$ cat src/rtl/sys_types.sv
// Shared scalar types for the datapath.
// No timing behaviour; types only.
// No flow control; types only.
package sys_types;
  typedef logic signed [31:0] int32_t;
endpackage

$ cat src/rtl/output_drain_arbiter_pkg.sv
// Types shared by the output drain arbiter and its picker.
// No timing behaviour; types only.
// No flow control; types only.
package output_drain_arbiter_pkg;
  import sys_types::*;

  typedef enum logic [1:0] {
    ST_IDLE  = 2'd0,
    ST_DRAIN = 2'd1,
    ST_FLUSH = 2'd2,
    ST_DONE  = 2'd3
  } arb_state_e;
endpackage

$ cat src/rtl/output_drain_arbiter_rr_priority_picker.sv
// Round-robin picker: first requester after cur, wrapping, excluding cur.
// Purely combinational, zero latency.
// No flow control; found=0 and nxt=cur when no other requester is active.
module rr_priority_picker #(
  parameter int N = 4,
  parameter int W = $clog2(N)
) (
  input  logic [N-1:0] req,
  input  logic [W-1:0] cur,
  output logic [W-1:0] nxt,
  output logic         found
);
  logic [W-1:0] idx;

  // Scan from the farthest offset down so the nearest requester wins.
  always_comb begin
    nxt   = cur;
    found = 1'b0;
    idx   = cur;
    for (int k = N - 1; k >= 1; k--) begin
      idx = cur + W'(k);
      if (req[idx]) begin
        nxt   = idx;
        found = 1'b1;
      end
    end
  end
endmodule

$ cat src/rtl/output_drain_arbiter.sv
// Drains one tile from NUM_BUFFERS output buffers round-robin into one quantizer stage.
// Latency: buffer capture to q_valid is 1 cycle; done pulses 1 cycle after the last handshake.
// Backpressure: q_valid && !q_ready freezes the q register and withholds all consumes.
module output_drain_arbiter
  import sys_types::*;
  import output_drain_arbiter_pkg::*;
#(
  parameter int NUM_BUFFERS = 4,
  parameter int MAX_N       = 512,
  parameter int N_BITS      = $clog2(MAX_N),
  parameter int CNT_BITS    = 2 * N_BITS + 1,
  parameter int GNT_BITS    = $clog2(NUM_BUFFERS)
) (
  input  logic                   clk,
  input  logic                   reset,
  input  logic                   start,
  input  logic [CNT_BITS-1:0]    tile_count,
  input  logic [NUM_BUFFERS-1:0] buf_valid,
  input  int32_t                 buf_output [NUM_BUFFERS],
  input  logic [N_BITS-1:0]      buf_row    [NUM_BUFFERS],
  input  logic [N_BITS-1:0]      buf_col    [NUM_BUFFERS],
  output logic [NUM_BUFFERS-1:0] buf_consume,
  output logic                   q_valid,
  output int32_t                 q_output,
  output logic [N_BITS-1:0]      q_row,
  output logic [N_BITS-1:0]      q_col,
  input  logic                   q_ready,
  output logic                   busy,
  output logic                   done
);
  arb_state_e          state;
  logic [GNT_BITS-1:0] grant_q;
  logic [GNT_BITS-1:0] next_grant;
  logic                found;
  logic [CNT_BITS-1:0] captured;
  logic [CNT_BITS-1:0] delivered;
  logic [CNT_BITS-1:0] expected;
  logic [CNT_BITS-1:0] captured_nx;
  logic [CNT_BITS-1:0] delivered_nx;
  logic                slot_free;
  logic                can_take;
  logic                capture;
  logic                deliver;

  // Consume is built only from registered state and q_ready, never from buf_valid,
  // so a buffer may bypass its valid from its own consume without a loop.
  assign slot_free    = !q_valid || q_ready;
  assign can_take     = (state == ST_DRAIN) && slot_free && (captured < expected);
  assign capture      = can_take && buf_valid[grant_q];
  assign deliver      = q_valid && q_ready && (delivered < expected);
  assign captured_nx  = captured + {{(CNT_BITS-1){1'b0}}, capture};
  assign delivered_nx = delivered + {{(CNT_BITS-1){1'b0}}, deliver};
  assign busy         = (state != ST_IDLE);
  assign done         = (state == ST_DONE);

  // One-hot consume toward the granted buffer.
  always_comb begin
    buf_consume          = '0;
    buf_consume[grant_q] = can_take;
  end

  rr_priority_picker #(
    .N (NUM_BUFFERS),
    .W (GNT_BITS)
  ) u_picker (
    .req   (buf_valid),
    .cur   (grant_q),
    .nxt   (next_grant),
    .found (found)
  );

  // Tile sequencing, counters and grant rotation.
  always_ff @(posedge clk) begin
    if (reset) begin
      state     <= ST_IDLE;
      grant_q   <= '0;
      captured  <= '0;
      delivered <= '0;
      expected  <= '0;
    end else begin
      case (state)
        ST_IDLE: begin
          if (start) begin
            expected  <= tile_count;
            captured  <= '0;
            delivered <= '0;
            state     <= ST_DRAIN;
          end
        end
        ST_DRAIN: begin
          captured  <= captured_nx;
          delivered <= delivered_nx;
          // Move on after a capture or off an idle buffer; hold under backpressure.
          if ((capture || !buf_valid[grant_q]) && found) begin
            grant_q <= next_grant;
          end
          if (captured_nx == expected) begin
            state <= ST_FLUSH;
          end
        end
        ST_FLUSH: begin
          delivered <= delivered_nx;
          if (delivered_nx == expected) begin
            state <= ST_DONE;
          end
        end
        default: begin
          state <= ST_IDLE;
        end
      endcase
    end
  end

  // Single output stage: load on capture, retire on q_ready.
  always_ff @(posedge clk) begin
    if (reset) begin
      q_valid  <= 1'b0;
      q_output <= '0;
      q_row    <= '0;
      q_col    <= '0;
    end else if (capture) begin
      q_valid  <= 1'b1;
      q_output <= buf_output[grant_q];
      q_row    <= buf_row[grant_q];
      q_col    <= buf_col[grant_q];
    end else if (q_ready) begin
      q_valid  <= 1'b0;
    end
  end
endmodule

$ cat config.mk
export PLATFORM = sky130hd
export DESIGN_NAME = output_drain_arbiter
export DESIGN_NICKNAME = d
export VERILOG_FILES = /design/src/rtl/sys_types.sv /design/src/rtl/output_drain_arbiter_pkg.sv /design/src/rtl/output_drain_arbiter_rr_priority_picker.sv /design/src/rtl/output_drain_arbiter.sv
export SDC_FILE = /design/constraint.sdc
export NUM_CORES = 1
export LEC_CHECK = 0
export ABC_AREA = 1
export ABC_CLOCK_PERIOD_IN_PS = 5300
export BUFFER_PORTS_ARGS = -buffer_cell sky130_fd_sc_hd__buf_2
export CORE_MARGIN = 5
export CORE_UTILIZATION = 52
export DETAILED_ROUTE_END_ITERATION = 10
export PLACE_DENSITY = 0.92
export SLEW_MARGIN = 0
export SYNTH_ARGS = -nofsm -noshare
export SYNTH_HDL_FRONTEND = slang
export SYNTH_SLANG_ARGS = --single-unit
$ cat constraint.sdc
create_clock -name clk -period 5.3 [get_ports clk]
set_clock_uncertainty 0.15 [all_clocks]
set_input_delay 0.265 -clock clk [delete_from_list [all_inputs] [get_ports clk]]
set_output_delay 0.265 -clock clk [all_outputs]
set_load 0.03 [all_outputs]
==> reports/metrics.csv, run 1 <==
metric,value,unit
nets@finish,1878,
Post-synth EDFFs,0,
main area contributors after synthesis,"dfxtp_1 27%, nor2_1 13%, nand2_1 12%",
Non-Filler Instances,1827,
Main synth FF type,dfxtp_1,
Worst-Margin Slew,1.11,ns
sequential element share of the synthesized area,0.273,
YS warnings,0,
fill count,1504,
IO Count,284,
vias after detailed routing,10300,
final hold violations,0,
vias in the first global route,9277,
core footprint,0.0157,mm^2
period utilization,0.894,
power per standard cell area,405,mW/mm^2
post-synth top area share,0.273,
layout cell share with drive strength beyond 1,0.210,
Die Height,136,um
first-pass GRT wire length,47.1,mm
Chip Width,136,um
Fin Setup TNS,0,ns
Lkg Pwr,4.64,nW
cts hold-fix bufs,0,
Critical Setup Path Class,flip-flop to flip-flop,
dominant cell type by area after synthesis,dfxtp_1,
Hold Crit Class,input port to flip-flop,
status,completed,
most frequent cells in the layout,"292 x nor2_1, 283 x buf_2, 263 x nand2_1",
CTS Root Cell,clkbuf_16,
routing layer with the top usage in global route,met2,
Mapped Nets,1638,
Syn Inst Count,1363,
R2R setup slack,0.56,ns
clock transition at the registers of the reported paths,0.08,ns
Clock Latency Late Sink,0.37,ns
#FFs+latches synth,112,
routed len/inst,16.5,um
Worst Path Arrival,4.85,ns
R2R Path End,state[1],
Detailed Route Iter0 Violations,1038,
Period minus WS final,4.74,ns
"Gates resized, CTS repair",0,
drt total wl,30.1,mm
gr usage total,0.319,
Placed Instances,1808,
clock tree buffer depth,2,
initial core utilization,0.523,
post-synthesis async set-or-reset flop share,0,
Max Freq,211,MHz
clock buffer count from CTS,9,
Worst path slowest cell,dfxtp_1,
syn avg cell area,6.03,um^2
cell mode on critical path,nand2_1,
final setup violation count,0,
Reg2Reg Depth,28,
GR Layer Usage met2,0.539,
port bufs,283,
Area growth syn-to-layout,22.6,%
clock sink count,112,
Avg Vias per Cell,5.63,
site row count,46,
CP Launch Type,flip-flop,
Worst Hold Endpoint,expected[18],
Crit. End Element,flip-flop,
antenna violations before repair,4,
critical path's top delay family,simple AND/OR/NAND/NOR gates,
Post-CTS Setup Bufs,0,
gpl congestion,1.02,
maxcap violations,0,
GR Overflow Total,0,
"Buf+Inv Stages, Crit Path",5,
hold-critical path depth,3,
Hold Startpoint,tile_count[18],
Reg-to-Reg Start,expected[16],
residual DRC count,0,
Critical Path Max Stage Delay,0.43,ns
Die Area,0.0184,mm^2
largest net degree at the start of global routing,106,
drt pass-1 iters,6,
Slew HR,0.259,
Mapped Area,0.00821,mm^2
"commonest non-fill, non-tap cell in the layout",nor2_1,
DP Wirelength,23.0,mm
unrepaired setup endpoints after global routing,no,
H-tree Lvls,3,
VDD IR max,203,uV
TritonCTS clock tree,done,
Unique masters post-synth,35,
crit-path max FO,6,
Pins Over Slew Limit,0,
Final ANT Viol Nets,0,
Required @ worst endpoint,5.41,ns
met1 usage,0.397,
met3 usage,0.0602,
-- worst reg2reg max path: cells and delay by family, from the launching register on --
| kind | cells | cell delay (ns) |
|---|---|---|
| compound gates | 1 | 0.14 |
| flops | 1 | 0.43 |
| simple gates | 19 | 2.50 |
| buf+inv | 5 | 0.52 |
| fa+ha+maj | 3 | 0.90 |
-- metrics by stage --
stage / setup WS, ns / hold WS (ns) / total power, W / cell area (um^2) / util
floorplan: 1.63 / 0.308 / 0.00262 / 8210 / -
finish: 0.561 / 0.0328 / 0.00408 / 10100 / 0.641
CTS: 0.703 / 0.0258 / 0.00406 / 10100 / 0.640
global placement: 0.704 / 0.308 / 0.00324 / 9730 / 0.619
detailed placement: 0.720 / 0.315 / 0.00327 / 9730 / 0.619
global route: 0.259 / 0.0498 / 0.00435 / 10100 / 0.641
-- per-layer routing --
metal | wire, um | up-vias
met5 | 21 | -
met3 | 2740 | 104
li1 | - | 5021
met2 | 14400 | 565
met4 | 1340 | 4
met1 | 11600 | 4584
-- flip-flops by register name, indices dropped and copies added, names as in the netlist --
register,count
q_valid,1
captured,19
q_row,9
grant_q,2
q_output,32
expected,19
q_col,9
delivered,19
state,2
-- layout make-up --
type                            instances  area (um^2)  area share
Timing Repair Buffer                  293         1490       0.148
Tap cell                              216          270      0.0268
Clock buffer                           10          239      0.0237
Antenna cell                            3         7.51    0.000746
Clock inverter                          6         96.3     0.00957
Inverter                               95          357      0.0354
Sequential cell                       112         2250       0.223
Multi-Input combinational cell       1092         5360       0.533
-- worst max-delay path by stage --
stage,startpoint,endpoint,cells past startpoint
detailed placement,expected[8],state[1],28
finish,expected[16],state[1],28
CTS,expected[8],state[1],28
global route,expected[8],state[0],28
global placement,expected[8],state[1],28
floorplan,expected[8],state[0],27
-- cell families (layout without fill, tap and decap cells) --
family,after synthesis,in the layout,synth area share
buffers and inverters,159,404,0.0743
muxes,2,2,0.00244
AOI/OAI and AO/OA,321,321,0.206
and+or+nand+nor,716,716,0.362
xor gates and xnor gates,5,5,0.00868
adders and majority gates,48,48,0.0731
DFF,112,112,0.273
other,0,3,0
-- power breakdown --
group	internal (W)	total, W	switching (W)
sequential	0.00102	0.00114	0.000117
combinational	0.000667	0.00216	0.00149
clock	0.000436	0.000785	0.000349
total	0.00212	0.00408	0.00196
-- synthesized netlist by cell type (2+ instances only) --
cell type / count
nor3_1: 8
nor2_1: 293
inv_1: 91
nor2_2: 6
or2_2: 5
dfxtp_1: 112
o21ai_0: 190
nor2_4: 4
nand2_2: 7
clkinv_1: 3
clkbuf_1: 51
nand4_1: 19
nand3_1: 103
nand3b_1: 5
o22ai_1: 50
a21oi_1: 73
nand2_1: 263
xnor2_1: 2
buf_2: 8
a211oi_1: 2
mux2i_1: 2
o21bai_1: 2
ha_1: 48
buf_1: 4
xnor3_1: 2
(Power assumes the default switching activity.)
==> run 2: changes to the inputs <==
--- a/config.mk
+++ b/config.mk
@@ -8,9 +8,11 @@
 export ABC_AREA = 1
 export ABC_CLOCK_PERIOD_IN_PS = 5300
 export BUFFER_PORTS_ARGS = -buffer_cell sky130_fd_sc_hd__buf_2
+export CAP_MARGIN = 5
 export CORE_MARGIN = 5
 export CORE_UTILIZATION = 52
 export DETAILED_ROUTE_END_ITERATION = 10
+export MAX_ROUTING_LAYER = met4
 export PLACE_DENSITY = 0.92
 export SLEW_MARGIN = 0
 export SYNTH_ARGS = -nofsm -noshare
==> run 2 against run 1 <==
Core utilization barely moved. Maximum frequency rose by 0.98%. Sequential power barely moved. Sequential share of layout area is essentially flat. Flip-flop and latch count unchanged. Clock-buffer cell count down 1. Worst hold slack improved by 0.022 ns. Cell count up 0.16%. Register-to-register slack improved by 0.05 ns. Clock power decreased by 5.4%.
==> reports/metrics.csv, run 2 (synthesis gave the netlist of run 1 again) <==
metric,value,unit,change
first-pass GRT wire length,46.7,mm,-0.73%
max reg flops,32,,unchanged
"commonest non-fill, non-tap cell in the layout",nor2_1,,
Final ANT Viol Nets,0,,unchanged
port bufs,283,,unchanged
Required @ worst endpoint,5.40,ns,about the same
TritonCTS clock tree,done,,
met3 WL,2.53,mm,-7.5%
clock power share,0.185,,-0.007
residual DRC count,0,,unchanged
antenna violations before repair,6,,+2
H-tree Lvls,3,,unchanged
Top reg by flops,q_output,,
Clock Latency Late Sink,0.36,ns,about the same
clock sink count,112,,unchanged
clock tree buffer depth,2,,unchanged
clock buffer count from CTS,9,,unchanged
Placed Instances,1808,,unchanged
largest net degree at the start of global routing,106,,unchanged
VDD IR max,201,uV,-1.3%
period utilization,0.885,,-0.00867
Chip Width,136,um,unchanged
Max Freq,213,MHz,+0.98%
Worst-Margin Slew,1.11,ns,+0.00293 ns
Sequential cell area,0.00225,mm^2,unchanged
Flop pwr share,0.283,,+0.005
most frequent cells in the layout,"293 x nor2_1, 283 x buf_2, 263 x nand2_1",,
hold-critical path depth,3,,unchanged
Crit. Startpoint,expected[12],,
highest routed layer,met4,,
Detailed Route Iter0 Violations,901,,-13%
Fin Setup TNS,0,ns,unchanged
Area growth syn-to-layout,22.5,%,about the same
Slew HR,0.258,,-0.00196
maxcap violations,0,,unchanged
Worst Hold Endpoint,expected[18],,
Post-Route Utilization,0.640,,about the same
DR WL met2,14.1,mm,-1.7%
crit-path max FO,6,,unchanged
fill count,1481,,-1.5%
drt pass-1 iters,5,,-1
Hold Crit Class,input port to flip-flop,,
Worst Path Arrival,4.79,ns,-0.06 ns
final setup violation count,0,,unchanged
"Buf+Inv Stages, Crit Path",4,,-1
final hold violations,0,,unchanged
Die Area,0.0184,mm^2,unchanged
Reg-to-Reg Start,expected[12],,
Die Height,136,um,unchanged
unrepaired setup endpoints after global routing,no,,
R2R Path End,state[1],,
cts hold-fix bufs,0,,unchanged
Sw Pwr,0.00196,W,about the same
Comb power frac,0.532,,+0.003
"Gates resized, CTS repair",0,,unchanged
Non-Filler Instances,1830,,+0.16%
vias in the first global route,9399,,+1.3%
clock transition at the registers of the reported paths,0.08,ns,about the same
CTS Root Cell,clkbuf_16,,
DP Wirelength,23.1,mm,+0.12%
initial core utilization,0.523,,unchanged
total power draw,0.00403,W,-1.3%
DRT met1 WL,12.0,mm,+3.1%
Critical Setup Path Class,flip-flop to flip-flop,,
GR Overflow Total,0,,unchanged
IO Count,284,,unchanged
Switching Fraction,0.487,,+0.00657
drt total wl,30.1,mm,about the same
critical path's top delay family,simple AND/OR/NAND/NOR gates,,
status,completed,,
Hold Startpoint,tile_count[18],,
Avg Vias per Cell,5.59,,-0.72%
Reg2Reg Depth,26,,-7.1%
CP Launch Type,flip-flop,,
multi-input logic area,0.00536,mm^2,about the same
site row count,46,,unchanged
R2R setup slack,0.61,ns,+0.05 ns
core footprint,0.0157,mm^2,unchanged
Pint,0.00207,W,-2.6%
Worst path slowest cell,dfxtp_1,,
Post-CTS Setup Bufs,0,,unchanged
nets@finish,1878,,unchanged
gr usage total,0.325,,+0.00616
vias after detailed routing,10200,,-0.55%
Period minus WS final,4.69,ns,-0.0460 ns
Pins Over Slew Limit,0,,unchanged
routed len/inst,16.4,um,-0.24%
gpl congestion,1.01,,-1.1%
Crit. End Element,flip-flop,,
power per standard cell area,400,mW/mm^2,-1.3%
Lkg Pwr,4.63,nW,-0.20%
Critical Path Max Stage Delay,0.43,ns,about the same
cell mode on critical path,nor2_1,,
layout cell share with drive strength beyond 1,0.209,,-0.000622
run 2: changes by cell type in the layout (fill, tap and decap cells not counted), sizes merged:
cell / previous run / this run
clkbuf: 10 / 9
clkinv: 4 / 6
diode: 3 / 6
bufinv: 2 / 1
run 2: worst min-delay path, stage by stage:
cell	delay [ns]
buf_2	0.07
o21ai_0	0.08
a21oi_1	0.11
run 2: power by group through the flow:
stage               Sequential (W)  Clock, W  Combinational [W]
global route               0.00116  0.000784            0.00236
global placement           0.00115         0            0.00209
detailed placement         0.00115         0            0.00211
CTS                        0.00114  0.000753            0.00212
finish                     0.00114  0.000743            0.00214
floorplan                  0.00137         0            0.00125
run 2: worst max path at each step:
stage | endpoint | cells past startpoint
after floorplan | state[0] | 27
after global routing | state[1] | 27
after detailed placement | state[1] | 28
after CTS | state[1] | 28
after global placement | state[1] | 28
final | state[1] | 26
run 2: layer usage:
| metal | up-vias | track usage |
|---|---|---|
| li1 | 5032 | - |
| met1 | 4554 | 0.405 |
| met2 | 538 | 0.523 |
| met3 | 97 | 0.0457 |
| met4 | 0 | 0.149 |
| met5 | - | - |
run 2: cell type report:
type                    count  share of cell area
multi-input cells        1092               0.533
flip-flops and latches    112               0.223
repair buffers            293               0.148
inverters                  95              0.0354
well taps                 216              0.0269
clock buffers               9              0.0224
clock inverters             7             0.00970
diodes                      6             0.00149
run 2: stage by stage:
stage          instance area (um^2)  worst slack [ns]  hold WS (ns)
2_1_floorplan                  8210              1.63         0.308
3_3_place_gp                   9720             0.749         0.308
3_5_place_dp                   9720             0.737         0.317
4_1_cts                       10000             0.711        0.0432
5_1_grt                       10100             0.214         0.100
6_report                      10100             0.607        0.0553
==> run 3: changes to the inputs <==
--- a/config.mk
+++ b/config.mk
@@ -5,15 +5,14 @@
 export SDC_FILE = /design/constraint.sdc
 export NUM_CORES = 1
 export LEC_CHECK = 0
-export ABC_AREA = 1
 export ABC_CLOCK_PERIOD_IN_PS = 5300
 export BUFFER_PORTS_ARGS = -buffer_cell sky130_fd_sc_hd__buf_2
 export CAP_MARGIN = 5
 export CORE_MARGIN = 5
-export CORE_UTILIZATION = 52
+export CORE_UTILIZATION = 51
 export DETAILED_ROUTE_END_ITERATION = 10
 export MAX_ROUTING_LAYER = met4
-export PLACE_DENSITY = 0.92
+export PLACE_DENSITY = 0.9
 export SLEW_MARGIN = 0
 export SYNTH_ARGS = -nofsm -noshare
 export SYNTH_HDL_FRONTEND = slang
==> run 3 against run 2 <==
Worst setup slack lost 0.36 ns. Sequential share of layout area is 0.21 points lower. Clock power shrank 6.1%. Cell area rose by 1.0%. Cell count decreased by 21%. Critical path depth is 7 lower. Global-route usage is 1.0 points lower. Combinational power is 18% lower. Worst hold slack got worse by 0.041 ns. Maximum frequency shrank 7.2%. Core utilization increased by 0.17 points. Critical path type unchanged.
==> reports/metrics.csv, run 3 <==
metric,value,unit,change
status,completed,,
Mapped Area,0.00818,mm^2,-0.44%
most numerous cell in the Yosys netlist,a21oi_1,,
Post-synth EDFFs,0,,unchanged
most frequent cells in the layout,"282 x buf_2, 114 x a21oi_1, 110 x dfxtp_1",,
vias in the first global route,8547,,-9.1%
Worst-Margin Slew,1.17,ns,+0.0578 ns
largest net degree at the start of global routing,86,,-19%
Die Height,137,um,+0.70%
Unique masters post-synth,63,,+80%
Hold Crit Class,input port to flip-flop,,
IO Count,284,,unchanged
cell mode on critical path,a21o_1,,
max reg flops,32,,unchanged
CP Launch Type,flip-flop,,
Syn Inst Count,977,,-28%
residual DRC count,0,,unchanged
Reg-to-Reg Start,expected[1],,
Hold Startpoint,tile_count[17],,
Main synth FF type,dfxtp_1,,
drt pass-1 iters,5,,unchanged
R2R Path End,state[0],,
Critical Path Max Stage Delay,0.49,ns,+0.06 ns
total power draw,0.00350,W,-13%
Reg2Reg Depth,19,,-27%
Slew HR,0.217,,-0.0404
Clock Latency Late Sink,0.37,ns,about the same
TritonCTS clock tree,done,,
hold-critical path depth,3,,unchanged
Worst Path Arrival,5.20,ns,+0.41 ns
vias after detailed routing,8741,,-14%
Die Area,0.0187,mm^2,+1.4%
clock buffer count from CTS,9,,unchanged
CP cell instances,inv_1 > ha_1 > a21o_1 > a21o_1 > a21o_1 > a21o_1 > a21oi_1 > o211ai_1 > a21oi_1 > ha_1 > ha_1 > nand3_2 > or3_1 > nor3_1 > xnor2_1 > nand4_1 > o41a_1 > or4_1 > a21oi_1,,
crit-path max FO,11,,+5
fill count,1307,,-12%
power per standard cell area,344,mW/mm^2,-14%
core footprint,0.0158,mm^2,+0.73%
Avg Vias per Cell,6.03,,+8.0%
critical path's top delay family,simple AND/OR/NAND/NOR gates,,
"Buf+Inv Stages, Crit Path",1,,-3
layout cell share with drive strength beyond 1,0.322,,+0.113
maxcap violations,0,,unchanged
VDD IR max,198,uV,-1.1%
post-synth top area share,0.274,,+0.00121
clock transition at the registers of the reported paths,0.08,ns,about the same
Required @ worst endpoint,5.44,ns,+0.04 ns
Period minus WS final,5.06,ns,+0.362 ns
DP Wirelength,22.6,mm,-2.2%
GR Overflow Total,0,,unchanged
Non-Filler Instances,1449,,-21%
fin worst setup slack,0.245,ns,-0.362 ns
initial core utilization,0.517,,-0.00609
first-pass GRT wire length,44.3,mm,-5.1%
H-tree Lvls,3,,unchanged
Detailed Route Iter0 Violations,820,,-9.0%
Crit. End Element,flip-flop,,
gpl congestion,1.07,,+5.9%
"worst slack, placed",0.224,ns,-0.513 ns
period utilization,0.954,,+0.0684
antenna violations before repair,10,,+4
site row count,46,,unchanged
#FFs+latches synth,112,,unchanged
Placed Instances,1410,,-22%
Critical Setup Path Class,flip-flop to flip-flop,,
final setup violation count,0,,unchanged
gr usage total,0.315,,-0.0102
clock sink count,112,,unchanged
Post-Route Utilization,0.642,,+0.00174
top post-synthesis cells by count,"114 x a21oi_1, 112 x dfxtp_1, 90 x o21ai_0",,
Lkg Pwr,4.19,nW,-9.5%
port bufs,283,,unchanged
CTS Root Cell,clkbuf_16,,
YS warnings,0,,unchanged
drt total wl,29.1,mm,-3.3%
Mapped Nets,1252,,-24%
syn avg cell area,8.37,um^2,+39%
Pins Over Slew Limit,0,,unchanged
Worst path slowest cell,or3_1,,
"commonest non-fill, non-tap cell in the layout",buf_2,,
Area growth syn-to-layout,24.3,%,
Max Freq,198,MHz,-7.2%
main area contributors after synthesis,"dfxtp_1 27%, mux4_2 14%, ha_1 7.3%",,
dominant cell type by area after synthesis,dfxtp_1,,
multi-input logic area,0.00552,mm^2,+2.9%
Sequential cell area,0.00225,mm^2,about the same
Top reg by flops,q_output,,
sequential element share of the synthesized area,0.274,,+0.00121
routed len/inst,20.1,um,+22%
R2R setup slack,0.24,ns,-0.36 ns
final hold violations,0,,unchanged
Chip Width,137,um,+0.70%
nets@finish,1492,,-21%
clock tree buffer depth,2,,unchanged
hold_ws,0.0141,ns,-0.0412 ns
post-synthesis async set-or-reset flop share,0,,unchanged
Final ANT Viol Nets,0,,unchanged
Worst Hold Endpoint,expected[17],,
-- run 3: cell count changes after synthesis, sizes merged, moves of 14 or more --
cell,change
a21o,+14
a21oi,+41
clkbuf,+18
inv,-60
mux4,+51
nand2,-195
nand3,-27
nor2,-238
o21ai,-99
o22ai,-49
xnor2,+36
-- run 3: worst max-delay path by stage --
stage	from	end	slack (ns)	depth (start not counted)
detailed placement	expected[9]	state[0]	0.22	20
floorplan	expected[9]	state[0]	0.53	22
finish	expected[1]	state[0]	0.24	19
CTS	expected[5]	state[0]	0.20	20
global placement	captured[5]	state[0]	0.42	19
global route	expected[5]	state[0]	-0.02	21
-- run 3: power breakdown --
part           internal, W  total, W  switching, W  leakage (nW)
clock network     0.000334  0.000698      0.000365         0.143
registers         0.000947   0.00104     0.0000948         0.909
logic             0.000663   0.00176       0.00109          3.14
-- run 3: routing by layer --
layer / vias to the layer above / share of wire / track usage
li1: 4082 / - / -
met1: 4088 / 0.38 / 0.356
met2: 471 / 0.50 / 0.523
met3: 100 / 0.082 / 0.0776
met4: 0 / 0.043 / 0.148
met5: - / 0 / -
-- run 3: what timing repair did --
item,4_1_cts,5_1_grt
hold buffers,10,1
resized for setup,0,5
hold endpoints to repair,10,1
setup buffers,0,1
setup endpoints to repair,0,1
-- run 3: cell families (layout without fill, tap and decap cells) --
family                     Yosys count  in the layout  share of synthesized area
AOI/OAI and AO/OA                  283            283                      0.203
xor gates and xnor gates            50             50                     0.0536
adders and majority gates           48             48                     0.0735
buffers and inverters              117            362                     0.0554
DFF                                112            112                      0.274
muxes                               61             61                      0.153
other                                0             11                          0
and+or+nand+nor                    306            306                      0.188
-- run 3: final cells by class --
cell class | instances | share of cell area
multi-input cells | 748 | 0.543
flip-flops and latches | 112 | 0.221
well taps | 216 | 0.0266
inverters | 32 | 0.0118
clock buffers | 9 | 0.0222
clock inverters | 7 | 0.00763
diodes | 11 | 0.00271
repair buffers | 314 | 0.165
-- run 3: through the flow --
step	area [um^2]	TNS [ns]
6_report	10200	0
5_1_grt	10200	-0.0172
4_1_cts	10100	0
3_5_place_dp	9700	0
3_3_place_gp	9700	0
2_1_floorplan	8180	0
-- run 3: worst register-to-register path, delay by kind of cell (launching register included) --
kind                     cells  cell delay [ns]
AND/OR/NAND/NOR              5             1.70
AO/OA/AOI/OAI                9             1.64
adder cells (fa/ha/maj)      3             0.77
flip-flops                   1             0.43
XOR/XNOR                     1             0.19
buffers and inverters        1             0.10
